## config.mk

```make
export PLATFORM = sky130hd
export DESIGN_NAME = gf2m_digit_serial_mul
export DESIGN_NICKNAME = d
export VERILOG_FILES = /design/src/rtl/gf2m_digit_serial_mul.sv
export SDC_FILE = /design/constraint.sdc
export NUM_CORES = 2
export LEC_CHECK = 0
export BUFFER_PORTS_ARGS = -buffer_cell sky130_fd_sc_hd__buf_2
export CAP_MARGIN = 20
export CORE_ASPECT_RATIO = 0.7
export CORE_MARGIN = 4
export CORE_UTILIZATION = 43
export CTS_CLUSTER_SIZE = 24
export DETAILED_ROUTE_END_ITERATION = 16
export GPL_ROUTABILITY_DRIVEN = 0
export GPL_TIMING_DRIVEN = 0
export HOLD_SLACK_MARGIN = 0.1
export PLACE_DENSITY = 0.67
export RECOVER_POWER = 100
export SYNTH_ARGS = -nofsm -noshare
export SYNTH_HDL_FRONTEND = slang
export SYNTH_SLANG_ARGS = --single-unit
```

## constraint.sdc

```tcl
create_clock -name clk -period 56.2 [get_ports clk]
set_input_delay 8.43 -clock clk [delete_from_list [all_inputs] [get_ports clk]]
set_output_delay 8.43 -clock clk [all_outputs]
set_load 0.02 [all_outputs]
```

## src/rtl/gf2m_digit_serial_mul.sv

```systemverilog
// gf2m_digit_serial_mul: digit-serial GF(2^M) multiplier, one B-digit per clock MSD first, start/done handshake.
// Define GF2M_MUL_SQR_EN to add the sqr port for a single-pass squaring mode.
module gf2m_digit_serial_mul #(
    parameter int M = 163,
    parameter int D = 8,
    parameter logic [M-1:0] POLY = 163'hC9
) (
    input  logic         clk,
    input  logic         rst,
    input  logic         start,
`ifdef GF2M_MUL_SQR_EN
    input  logic         sqr,
`endif
    input  logic [M-1:0] a,
    input  logic [M-1:0] b,
    output logic         ready,
    output logic         done,
    output logic [M-1:0] result
);
    localparam int N  = (M + D - 1) / D;
    localparam int CW = N > 1 ? $clog2(N) : 1;

    function automatic int poly_deg(input logic [M-1:0] p);
        poly_deg = 0;
        for (int i = 0; i < M; i++) if (p[i]) poly_deg = i;
    endfunction

    localparam int PDEG = poly_deg(POLY);

    // a single fold must bring every overflow bit below x^M
    generate
        if (D < 1 || D > M - PDEG) begin : g_bad_d
            $error("gf2m_digit_serial_mul: D must satisfy 1 <= D <= M - deg(POLY)");
        end
    endgenerate

    function automatic logic [M-1:0] fold(input logic [M+D-1:0] v);
        fold = v[M-1:0];
        for (int i = 0; i < D; i++) if (v[M+i]) fold ^= POLY << i;
    endfunction

    function automatic logic [M+D-1:0] clmul(input logic [M-1:0] x, input logic [D-1:0] y);
        clmul = '0;
        for (int j = 0; j < D; j++) if (y[j]) clmul ^= {{D{1'b0}}, x} << j;
    endfunction

`ifdef GF2M_MUL_SQR_EN
    // squaring interleaves zeros, then reduces from the top bit down
    function automatic logic [M-1:0] square(input logic [M-1:0] x);
        logic [2*M-1:0] v;
        v = '0;
        for (int i = 0; i < M; i++) v[2*i] = x[i];
        for (int i = 2*M-2; i >= M; i--) begin
            if (v[i]) begin
                v[i-M +: M] ^= POLY;
                v[i] = 1'b0;
            end
        end
        square = v[M-1:0];
    endfunction
`endif

    typedef enum logic [1:0] {IDLE, BUSY, DONE} state_t;

    state_t           state_q, state_d;
    logic [M-1:0]     a_q, a_d, acc_q, acc_d, result_q, result_d, acc_nx, sq_res;
    logic [N*D-1:0]   b_q, b_d, b_pad;
    logic [CW-1:0]    cnt_q, cnt_d;
    logic [D-1:0]     digit;
    logic             accept, busy, last, use_sqr;

`ifdef GF2M_MUL_SQR_EN
    assign use_sqr = sqr;
    assign sq_res  = square(a);
`else
    assign use_sqr = 1'b0;
    assign sq_res  = '0;
`endif

    assign accept = state_q == IDLE && start;
    assign busy   = state_q == BUSY;
    assign last   = cnt_q == '0;
    assign digit  = b_q[int'(cnt_q)*D +: D];
    assign acc_nx = fold({acc_q, {D{1'b0}}} ^ clmul(a_q, digit));

    always_ff @(posedge clk or posedge rst) begin
        if (rst) begin
            state_q  <= IDLE;
            a_q      <= '0;
            b_q      <= '0;
            acc_q    <= '0;
            cnt_q    <= '0;
            result_q <= '0;
        end else begin
            state_q  <= state_d;
            a_q      <= a_d;
            b_q      <= b_d;
            acc_q    <= acc_d;
            cnt_q    <= cnt_d;
            result_q <= result_d;
        end
    end

    always_comb begin
        state_d = accept ? (use_sqr ? DONE : BUSY) :
                  (busy && last) ? DONE :
                  state_q == DONE ? IDLE : state_q;
    end

    always_comb begin
        b_pad          = '0;
        b_pad[M-1:0]   = b;
        a_d            = accept ? a : a_q;
        b_d            = accept ? b_pad : b_q;
        acc_d          = accept ? '0 : busy ? acc_nx : acc_q;
        cnt_d          = accept ? CW'(N - 1) : busy ? cnt_q - CW'(1) : cnt_q;
        result_d       = (busy && last) ? acc_nx : (accept && use_sqr) ? sq_res : result_q;
    end

    always_comb begin
        ready  = state_q == IDLE;
        done   = state_q == DONE;
        result = result_q;
    end
endmodule

```

==> flow_metrics.env <==
export IMPL_run_status="finished with violations"
export IMPL_violations_in_the_final_reports="max-capacitance violations, max-slew violations"
export IMPL_global_route_overflow_total=0
export IMPL_antenna_found_initial=17
export IMPL_synth_enable_flop_cells=0
export IMPL_finClkSkew_ns=0.04121
export IMPL_worst_setup_hold_path_clk_slew_ns=0.06
export IMPL_cts_sinks=659
export IMPL_hold_path_class="reg2reg"
export IMPL_cts_hold_buffers=0
export IMPL_critical_path_startpoint="rst"
export IMPL_detailroute_via_count=37770
export IMPL_grt_met2_usage=0.4201
export IMPL_num_rows=98
export IMPL_die_ht_um=276.4
export IMPL_clock_root_buffer="sky130_fd_sc_hd__clkbuf_16"
export IMPL_share_of_post_route_cells_with_drive_strength_above_1=0.1661
export IMPL_relSlewSlack=-3.361
export IMPL_max_stage_delay_ns=4.04
export IMPL_wire_length_of_the_first_global_routing_pass_um=235900
export IMPL_critical_path_endpoint_category="asynchronous set/reset pin"
export IMPL_critical_path_max_fanout=105
export IMPL_final_period_minus_worst_setup_slack_ns=21.33
export IMPL_totalNegativeSetupSlack_ns=0
export IMPL_worst_hold_path_num_cells=2
export IMPL_setup_slack_on_the_worst_flop_to_flop_path_ns=48.97
export IMPL_asyncSetResetFlopFracSynth=1.000
export IMPL_startpoint_type_of_the_worst_setup_path="input pin"
export IMPL_detail_route_drc_violations=0
export IMPL_syn_nets=5175
export IMPL_clock_tree_buffer_depth=3
export IMPL_report_final_slew_viol_count=672
export IMPL_post_cts_buffers=0
export IMPL_proportion_of_synthesized_chip_area_in_sequential_cells=0.3727
export IMPL_critical_path_class="in2async"
export IMPL_grtUsageMet3=0.07865
export IMPL_min_delay_start="result[14]$_DFFE_PP0P_"
export IMPL_dieArea_um2=108200
export IMPL_firstDrtPassIters=7
export IMPL_groute_layer_met1_usage=0.4118
export IMPL_worst_skew_pair_late_latency_ns=0.69
export IMPL_critical_path_n_buffers_inverters=5
export IMPL_average_via_count_per_standard_cell=5.519
export IMPL_critPathSlowestCell="sky130_fd_sc_hd__clkbuf_1"
export IMPL_synth_yosys_warnings=0
export IMPL_detailed_place_hpwl_um=121100
export IMPL_htree_levels=3
export IMPL_max_slew_worst_pin_slew_ns=6.541
export IMPL_timing_critical_path_required_ns=55.95
export IMPL_detail_route_iter0_violations=4103
export IMPL_cts_buffers_inserted=71
export IMPL_rr_worst_depth=15
export IMPL_path_cells="buf_2 > clkinvlp_2 > clkbuf_1 > clkbuf_1 > clkbuf_1"
export IMPL_max_cap_viols=7
export IMPL_instance_count_of_the_mapped_netlist=4844
export IMPL_floorplan_io_pins=494
export IMPL_hold_viol=0
export IMPL_die_x_um=391.4
export IMPL_grt_busiest_layer="met2"
export IMPL_post_synth_instance_area_um2=44240
export IMPL_setup_viol=0
export IMPL_placement_io_buffers=493
export IMPL_fin_nets=5755
export IMPL_startpoint_of_the_lowest_slack_register_to_register_path="cnt_q[0]$_DFFE_PP0P_"
export IMPL_reg2reg_to="acc_q[125]$_DFFE_PP0P_"
export IMPL_via_count_of_the_first_global_routing_pass=36490
export IMPL_critical_path_top_cell_by_count="sky130_fd_sc_hd__clkbuf_1"
export IMPL_grt_start_max_net_pins=117
export IMPL_detail_route_wirelength_um=161000
export IMPL_max_freq_ghz=0.04689
export IMPL_synth_cell_type_count=70
export IMPL_grt_use_total=0.2886
export IMPL_hold_end="result[14]$_DFFE_PP0P_"
export IMPL_cts_repair_resize_count=0
export IMPL_grt_setup_unrepaired="no"
export IMPL_yosys_register_bits=659
export IMPL_areaGrowthSynthToFinish_pct=14.65
export IMPL_worst_endpoint_arrival_ns=21.07
export IMPL_cts_tree="built"
export IMPL_critical_path_top_delay_family="buffers and inverters"
export IMPL_core_um2=102100
export IMPL_avgRoutedWirePerCell_um=23.53
export IMPL_route_antenna_remaining_nets=0
export IMPL_postSynthAreaPerCell_um2=9.134
export IMPL_initial_utilization=0.4332
export IMPL_final_min_period_over_clock_period=0.3795
export IMPL_synthFlopType="sky130_fd_sc_hd__dfrtp_1"
## Yosys cell counts (all sizes together) (2+ instances only)
master	count	area (µm²)
nor2	11	41.29
or2	3	18.77
o21ai	340	1705
inv	7	26.28
o31a	2	26.28
mux2i	17	170.2
buf	123	659.4
a2111oi	4	41.29
o31ai	3	36.28
xor3	5	120.1
xor2	316	2768
nand3	172	860.8
clkbuf	337	1277
ha	2	25.02
nor3	4	20.02
mux4	24	563.0
xnor3	58	1309
nand2b	6	37.54
xnor2	887	7784
a32oi	2	17.52
a41oi	2	43.80
and3	2	12.51
a21boi	133	998.5
mux2	340	3829
nand2	1343	5054
nor2b	9	56.30
o211ai	2	15.01
dfrtp	659	16490
o22ai	4	25.02
nor3b	2	15.01
a21oi	7	35.03
## how the worst max path moves through the flow
stage,to,depth (start not counted)
after floorplan,a_q[0]$_DFFE_PP0P_,1
after global placement,result[50]$_DFFE_PP0P_,2
after detailed placement,b_q[8]$_DFFE_PP0P_,6
after CTS,b_q[15]$_DFFE_PP0P_,6
after global routing,a_q[37]$_DFFE_PP0P_,5
final,result[31]$_DFFE_PP0P_,5
## area by class of cell
class | count | area (µm²)
sequential | 659 | 16490
timing repair buffer | 507 | 2355
clock inverter | 33 | 480.5
multi-input combinational | 3717 | 25770
tap | 1350 | 1689
buffer | 460 | 1901
fill | 9550 | 51410
antenna | 15 | 37.54
clock buffer | 94 | 1974
inverter | 8 | 31.28
## metrics by stage
stage | util | setup WS [ns] | hold slack, ns | area, µm² | instances
final | 0.4966 | 34.87 | 0.4759 | 50730 | 6843
after floorplan | - | 29.30 | 0.4704 | 44240 | 4844
after global routing | 0.4966 | 32.20 | 0.5075 | 50720 | 6842
after detailed placement | 0.4766 | 45.36 | 0.4648 | 48680 | 6701
after CTS | 0.5006 | 46.05 | 0.4788 | 51130 | 6828
after global placement | 0.4739 | 21.75 | 0.4581 | 48400 | 6687
## routing by layer
layer | vias up | part of all wire
met3 | 337 | 0.11
met4 | 4 | 0.041
met5 | - | 0.00017
met1 | 18640 | 0.42
met2 | 2111 | 0.42
li1 | 16680 | -
## logic make-up after synthesis
family,count (synthesis),share of synthesized area
adder cells (fa/ha/maj),2,0.0005655
XOR/XNOR,1266,0.2708
AND/OR/NAND/NOR,1555,0.1387
buffers and inverters,468,0.04446
AO/OA/AOI/OAI,513,0.06963
flip-flops,659,0.3727
multiplexers,381,0.1031
## worst register-to-register path, delay by kind of cell (launching register included)
family / cells / cell delay [ns]
XOR/XNOR: 4 / 0.89
AO/OA/AOI/OAI: 4 / 0.91
buffers and inverters: 6 / 4.35
flip-flops: 1 / 0.54
AND/OR/NAND/NOR: 1 / 0.36
## cells in the final DEF (no fill, tap or decap), types with 5 or more instances in the layout
master | Yosys | routed
sky130_fd_sc_hd__diode_2 | 0 | 15
sky130_fd_sc_hd__nand2_1 | 1340 | 1341
sky130_fd_sc_hd__clkbuf_1 | 333 | 542
sky130_fd_sc_hd__bufinv_16 | 0 | 9
sky130_fd_sc_hd__inv_1 | 7 | 6
sky130_fd_sc_hd__clkbuf_16 | 0 | 72
sky130_fd_sc_hd__a21oi_1 | 7 | 7
sky130_fd_sc_hd__clkinvlp_4 | 0 | 5
sky130_fd_sc_hd__clkbuf_8 | 0 | 9
sky130_fd_sc_hd__xnor3_1 | 56 | 56
sky130_fd_sc_hd__dfrtp_1 | 659 | 659
sky130_fd_sc_hd__nor2_1 | 11 | 11
sky130_fd_sc_hd__buf_1 | 21 | 14
sky130_fd_sc_hd__o21ai_1 | 21 | 6
sky130_fd_sc_hd__buf_2 | 93 | 409
sky130_fd_sc_hd__nand3_1 | 172 | 172
sky130_fd_sc_hd__xor2_1 | 316 | 316
sky130_fd_sc_hd__mux4_2 | 18 | 18
sky130_fd_sc_hd__xor3_1 | 4 | 5
sky130_fd_sc_hd__nor2b_1 | 9 | 9
sky130_fd_sc_hd__xnor2_1 | 885 | 885
sky130_fd_sc_hd__clkinv_2 | 0 | 11
sky130_fd_sc_hd__a21boi_0 | 132 | 132
sky130_fd_sc_hd__mux4_1 | 6 | 6
sky130_fd_sc_hd__nand2b_1 | 6 | 6
sky130_fd_sc_hd__o21ai_0 | 318 | 333
sky130_fd_sc_hd__mux2_2 | 340 | 339
sky130_fd_sc_hd__mux2i_1 | 17 | 17
## state kept, by name, indices dropped and copies added (netlist names)
signal and count:
a_q 163, cnt_q 5, result 163, acc_q 163, b_q 163, state_q 2
Power is left out: the tool's default activity adds up to more than one toggle a clock period on the data nets, which glitch-free logic cannot reach.
